<file path="config.mk">
export PLATFORM = sky130hd
export DESIGN_NAME = serv_csr_mirq
export DESIGN_NICKNAME = d
export VERILOG_FILES = /design/src/rtl/serv_csr_mirq.sv
export SDC_FILE = /design/constraint.sdc
export NUM_CORES = 1
export LEC_CHECK = 0
export ABC_AREA = 1
export BUFFER_PORTS_ARGS = -buffer_cell sky130_fd_sc_hd__buf_2
export CAP_MARGIN = 10
export CORE_MARGIN = 2
export CORE_UTILIZATION = 40
export DETAILED_ROUTE_END_ITERATION = 8
export GPL_TIMING_DRIVEN = 0
export PLACE_DENSITY_LB_ADDON = 0.08
export SYNTH_ARGS = -nofsm -noshare
export SYNTH_HDL_FRONTEND = slang
export SYNTH_SLANG_ARGS = --single-unit
</file>
<file path="constraint.sdc">
create_clock -name i_clk -period 2.1 [get_ports i_clk]
set_input_delay 0.42 -clock i_clk [delete_from_list [all_inputs] [get_ports i_clk]]
set_output_delay 0.42 -clock i_clk [all_outputs]
set_load 0.005 [all_outputs]
</file>
<file path="src/rtl/serv_csr_mirq.sv">
// Bit-serial machine-mode CSR and interrupt unit (mstatus/mie/mip/mcause) for SERV.
// Optional sticky edge-latched local interrupts: define SERV_CSR_LIRQ_LATCH_EN.
module serv_csr_mirq #(
  parameter int W              = 1,
  parameter int NIRQ           = 4,
  parameter     RESET_STRATEGY = "MINI"
) (
  input  logic                                i_clk,
  input  logic                                i_rst,
  input  logic [4:0]                          i_cnt,
  input  logic                                i_en,
  input  logic                                i_cnt_done,
  input  logic                                i_trig_irq,
  input  logic                                i_mtip,
  input  logic                                i_meip,
  input  logic [((NIRQ > 0) ? NIRQ : 1)-1:0] i_lirq,
  output logic                                o_new_irq,
  input  logic                                i_trap,
  input  logic                                i_mret,
  input  logic                                i_e_op,
  input  logic                                i_ebreak,
  input  logic                                i_mem_op,
  input  logic                                i_mem_cmd,
  input  logic [3:0]                          i_csr_sel,
  input  logic [1:0]                          i_csr_source,
  input  logic                                i_csr_d_sel,
  input  logic [W-1:0]                        i_csr_imm,
  input  logic [W-1:0]                        i_rs1,
  input  logic [W-1:0]                        i_rf_csr_out,
  output logic [W-1:0]                        o_csr_in,
  output logic [W-1:0]                        o_q
);
  localparam int LW     = (NIRQ > 0) ? NIRQ : 1;
  localparam bit RST_EN = (RESET_STRATEGY != "NONE");

  logic          mstatus_mie, mstatus_mpie;
  logic          mie_mtie, mie_meie;
  logic [LW-1:0] mie_lie, lirq_pend, p_loc;
  logic [4:0]    mcause_code, irq_code, irq_code_nxt, exc_code;
  logic          mcause_int, new_irq;
  logic [31:0]   mstatus_v, mie_v, mip_v, mcause_v, sel_v;
  logic [W-1:0]  d, reg_slice, csr_out, csr_in;
  logic          wr_mstatus, wr_mie, wr_mcause, trap_done, mret_done;
  logic          p_mti, p_mei, irq_any;

  // True when register bit b lives in the slice currently on the bus.
  function automatic logic slot(input logic [4:0] cnt, input int unsigned b);
    return cnt == 5'(b - (b % W));
  endfunction

  always_comb begin
    mstatus_v        = '0;
    mstatus_v[3]     = mstatus_mie;
    mstatus_v[7]     = mstatus_mpie;
    mstatus_v[12:11] = 2'b11;
    mie_v            = '0;
    mie_v[7]         = mie_mtie;
    mie_v[11]        = mie_meie;
    mip_v            = '0;
    mip_v[7]         = i_mtip;
    mip_v[11]        = i_meip;
    for (int unsigned k = 0; k < NIRQ; k++) begin
      mie_v[16+k] = mie_lie[k];
      mip_v[16+k] = lirq_pend[k];
    end
    mcause_v         = '0;
    mcause_v[31]     = mcause_int;
    mcause_v[4:0]    = mcause_code;
  end

  always_comb begin
    p_mti   = i_mtip & mie_mtie;
    p_mei   = i_meip & mie_meie;
    p_loc   = lirq_pend & mie_lie;
    irq_any = p_mti | p_mei;
    irq_code_nxt = '0;
    for (int unsigned k = 0; k < NIRQ; k++) begin
      irq_any = irq_any | p_loc[NIRQ-1-k];
      if (p_loc[NIRQ-1-k]) irq_code_nxt = 5'(16 + NIRQ - 1 - k);
    end
    if (p_mti) irq_code_nxt = 5'd7;
    if (p_mei) irq_code_nxt = 5'd11;
  end

  always_comb begin
    exc_code = 5'd0;
    if (i_e_op)        exc_code = i_ebreak  ? 5'd3 : 5'd11;
    else if (i_mem_op) exc_code = i_mem_cmd ? 5'd6 : 5'd4;
  end

  always_comb begin
    sel_v = ({32{i_csr_sel[0]}} & mstatus_v) | ({32{i_csr_sel[1]}} & mie_v) |
            ({32{i_csr_sel[2]}} & mip_v)     | ({32{i_csr_sel[3]}} & mcause_v);
    reg_slice = '0;
    for (int unsigned l = 0; l < W; l++)
      reg_slice[l] = i_en & sel_v[5'(i_cnt + 5'(l))];
    csr_out = reg_slice | i_rf_csr_out;
    d       = i_csr_d_sel ? i_csr_imm : i_rs1;
    case (i_csr_source)
      2'b01:   csr_in = d;
      2'b10:   csr_in = csr_out | d;
      2'b11:   csr_in = csr_out & ~d;
      default: csr_in = csr_out;
    endcase
  end

  assign o_q        = csr_out;
  assign o_csr_in   = csr_in;
  assign o_new_irq  = new_irq;
  assign wr_mstatus = i_en & i_csr_sel[0];
  assign wr_mie     = i_en & i_csr_sel[1];
  assign wr_mcause  = i_en & i_csr_sel[3];
  assign trap_done  = i_trap & i_cnt_done;
  assign mret_done  = i_mret & i_cnt_done;

  // Later assignments take priority: CSR write < trig < trap < mret < reset.
  always_ff @(posedge i_clk) begin
    if (wr_mstatus && slot(i_cnt, 3)) mstatus_mie  <= csr_in[3 % W];
    if (wr_mstatus && slot(i_cnt, 7)) mstatus_mpie <= csr_in[7 % W];
    if (wr_mie && slot(i_cnt, 7))     mie_mtie     <= csr_in[7 % W];
    if (wr_mie && slot(i_cnt, 11))    mie_meie     <= csr_in[11 % W];
    for (int unsigned k = 0; k < NIRQ; k++)
      if (wr_mie && slot(i_cnt, 16 + k)) mie_lie[k] <= csr_in[(16 + k) % W];
    for (int unsigned b = 0; b < 5; b++)
      if (wr_mcause && slot(i_cnt, b)) mcause_code[b] <= csr_in[b % W];
    if (wr_mcause && slot(i_cnt, 31)) mcause_int <= csr_in[31 % W];

    if (i_trig_irq) begin
      new_irq  <= mstatus_mie & irq_any;
      irq_code <= irq_code_nxt;
    end
    if (trap_done) begin
      mstatus_mpie <= mstatus_mie;
      mstatus_mie  <= 1'b0;
      mcause_int   <= new_irq;
      mcause_code  <= new_irq ? irq_code : exc_code;
      new_irq      <= 1'b0;
    end
    if (mret_done) begin
      mstatus_mie  <= mstatus_mpie;
      mstatus_mpie <= 1'b1;
    end

    if (RST_EN && i_rst) begin
      new_irq      <= 1'b0;
      mstatus_mie  <= 1'b0;
      mstatus_mpie <= 1'b0;
      mie_mtie     <= 1'b0;
      mie_meie     <= 1'b0;
      mie_lie      <= '0;
      mcause_code  <= '0;
      mcause_int   <= 1'b0;
      irq_code     <= '0;
    end
  end

`ifdef SERV_CSR_LIRQ_LATCH_EN
  logic [LW-1:0] lirq_q;
  logic          wr_mip;

  assign wr_mip = i_en & i_csr_sel[2];

  // Rising edge sets the sticky bit; a written 0 clears it unless an edge lands the same cycle.
  always_ff @(posedge i_clk) begin
    lirq_q <= i_lirq;
    for (int unsigned k = 0; k < NIRQ; k++) begin
      if (i_lirq[k] & ~lirq_q[k])
        lirq_pend[k] <= 1'b1;
      else if (wr_mip && slot(i_cnt, 16 + k) && !csr_in[(16 + k) % W])
        lirq_pend[k] <= 1'b0;
    end
    if (RST_EN && i_rst) lirq_pend <= '0;
  end
`else
  assign lirq_pend = i_lirq;
`endif

endmodule

</file>
==> reports/results.ini <==
[run_status]
outcome = completed

[power_and_ir_drop]
p_per_area_nw_per_um2 = 541
p_leak_nw = 0.847
peakVddDrop_uv = 417
power_uw = 937

[detailed_routing]
final_antenna_net_count = 0
drt-total-wl_um = 3930
detail_route.drc_violations = 0
wl_per_cell_um = 12.2
via_per_inst = 5.05
firstDrtPassIters = 4
vias = 1627
drtIter0Drc = 126

[worst_setup_path]
crit_fanout = 5
rrSetupSlack_ns = 0.51
reg2reg_from = mcause_code[4]$_SDFFE_PP0P_
crit_family = simple AND/OR/NAND/NOR gates
worstPathArrival_ns = 1.57
slowest_delay_ns = 0.15
start_kind = input port
critical_path_required_ns = 1.68
cp-startpoint = i_cnt[1]
worstSetupEndpointType = output port
setup.worst_path.class = in -> out
critPathBufInv = 4
cp_slowest_cell = buf_2
crit_chain = buf_2, nand2_4, inv_2, nand3_2, nand2_1, nor2_1, nand2_1, a21oi_2, nand2_2, nand3_2, nand2_4, inv_2, buf_2

[timing]
worst_slew_pin_slew_ns = 0.490
relSlewSlack_pct = 67.4
fin_skew_ns = 0.00914
period_needed_ns = 1.99
period_share_pct = 94.7
drv_slew = 0
finalSetupViolations = 0
setup_slack_ns = 0.111
clock.fmax_mhz = 503
hold_viol = 0

[clock_tree]
clock_sinks = 20
clk_pin_slew_ns = 0.12
numCtsBuffers = 3
cts_root_buf = clkbuf_4
cts_tree = yes
htreeDepth = 1
clock_latency_ns = 0.31
clk_path_buf_depth = 2

[flow_run]
drv_cap = 0

[layout]
post-route-util_pct = 52.7
mostFrequentLayoutCell = nand2_1
layout.nets = 309
mostFrequentLayoutCells = nand2_1 (77), buf_2 (34), inv_1 (27)
antenna_cells = 0
stdcell_count = 322
synthToLayoutAreaGrowth_pct = 27.8
drive_gt1_share_pct = 24.3

[floorplan]
die_y_um = 62.2
ios = 35
die_w_um = 62.2
core_area_um2 = 3280
dieArea_um2 = 3870
initial_utilization_pct = 41.2
num_rows = 21

[placement]
place_inst = 312
hpwlAfterDp_um = 3040
dpl_worst_slack_ns = -0.130
io_buffers = 33
gp_congestion = 0.932

[synth]
ys_seq_area_share_pct = 29.6
avgSynthCellArea_um2 = 5.81
ys_top_cells_by_area = dfxtp_1 (30%), nand2_1 (22%), a21oi_1 (7.8%), inv_1 (7.8%), o21ai_0 (7.8%)
syn-num-nets = 265
syn_inst = 233
netlist_area_um2 = 1350
synth_edf_count = 0
synth_top_area_cell = dfxtp_1
synth.top_cell.area_share_pct = 29.6
synth_ff_type = dfxtp_1
synth.distinct_cells = 26
ys_seq_elements = 20
async_flop_share_pct = 0
yosys_warnings = 0

[grt]
grt_pass1_wl_um = 6490
antenna_found_initial = 0
grt_pass1_vias = 1467
grt_max_degree = 13
globalRouteTotalUtil_pct = 20.7
grt_overflow = 0

[hold_path]
hold_path.class = in -> reg
min-delay-start = i_rst

[synth_stat cells, types with 2 or more instances]
| cell type | number |
|---|---|
| o21ai_0 | 21 |
| o211ai_1 | 2 |
| a21oi_1 | 21 |
| nor2_2 | 2 |
| clkbuf_1 | 2 |
| nand2_1 | 80 |
| nand3_1 | 17 |
| inv_1 | 28 |
| dfxtp_1 | 20 |
| nor2_1 | 22 |
| a31oi_1 | 3 |
[layer usage]
| layer | routed length, um | track usage, % |
|---|---|---|
| met5 | 0 | 0 |
| met4 | 17 | 3.33 |
| met3 | 219 | 3.62 |
| met2 | 1850 | 34.8 |
| met1 | 1850 | 28.5 |
[registers in the layout, indices dropped and copies added (netlist names)]
name,count
mie_lie,4
mcause_code,5
o_new_irq,1
mcause_int,1
mie_mtie,1
mstatus_mpie,1
irq_code,5
mie_meie,1
mstatus_mie,1
[final timing paths]
kind,to,depth (start not counted)
worst max register to register,mstatus_mpie$_SDFFE_PP0P_,15
worst min-delay path,mstatus_mie$_SDFFE_PP0P_,2
worst min register to register,mcause_code[4]$_SDFFE_PP0P_,2
worst max-delay path,o_csr_in,13
[power breakdown]
part	switching, mW	internal (mW)	total, mW
clock	0.126	0.193	0.319
sequential	0.0116	0.396	0.407
combinational	0.129	0.0814	0.211
[layout make-up]
| class | instances | area [um2] |
|---|---|---|
| clock inverters | 1 | 30.0 |
| fillers | 356 | 1550 |
| multi-input cells | 180 | 877 |
| flip-flops and latches | 20 | 408 |
| well taps | 46 | 57.6 |
| inverters | 30 | 113 |
| plain buffers | 3 | 12.5 |
| clock buffers | 3 | 22.5 |
| repair buffers | 39 | 210 |
[worst reg2reg max path: stages, from the launching register on]
cell,delay [ns]
dfxtp_2,0.34
nand2_1,0.05
inv_1,0.04
nand2_1,0.05
nand2_1,0.04
a21oi_1,0.13
nor2_1,0.07
nand2_1,0.05
nand2_1,0.06
nand2_2,0.08
nand3_2,0.09
buf_4,0.16
nand3_4,0.09
nand2_1,0.09
o21bai_1,0.12
inv_1,0.04
[cells by family (layout without fill, tap and decap cells)]
family                 count (synthesis)  count (layout)  synth area share (%)
AO/OA/AOI/OAI                         52              52                  21.1
AND/OR/NAND/NOR                      128             128                  40.1
flip-flops                            20              20                  29.6
buffers and inverters                 33              76                  9.24
[repair_timing]
action / CTS / global route
pin swaps: 0 / 7
gates resized for setup: 3 / 17
hold buffers: 0 / 0
setup buffers: 0 / 6
setup endpoints to repair: 1 / 1
[metrics by stage]
step	instance area, um2	hold slack (ns)	setup TNS [ns]
floorplan	1350	0.438	0
global route	1730	0.343	-0.0129
CTS	1640	0.357	0
detailed placement	1580	0.470	-0.130
finish	1730	0.366	0
global placement	1580	0.454	-0.150
No activity file was read; power rests on OpenSTA's default activity.
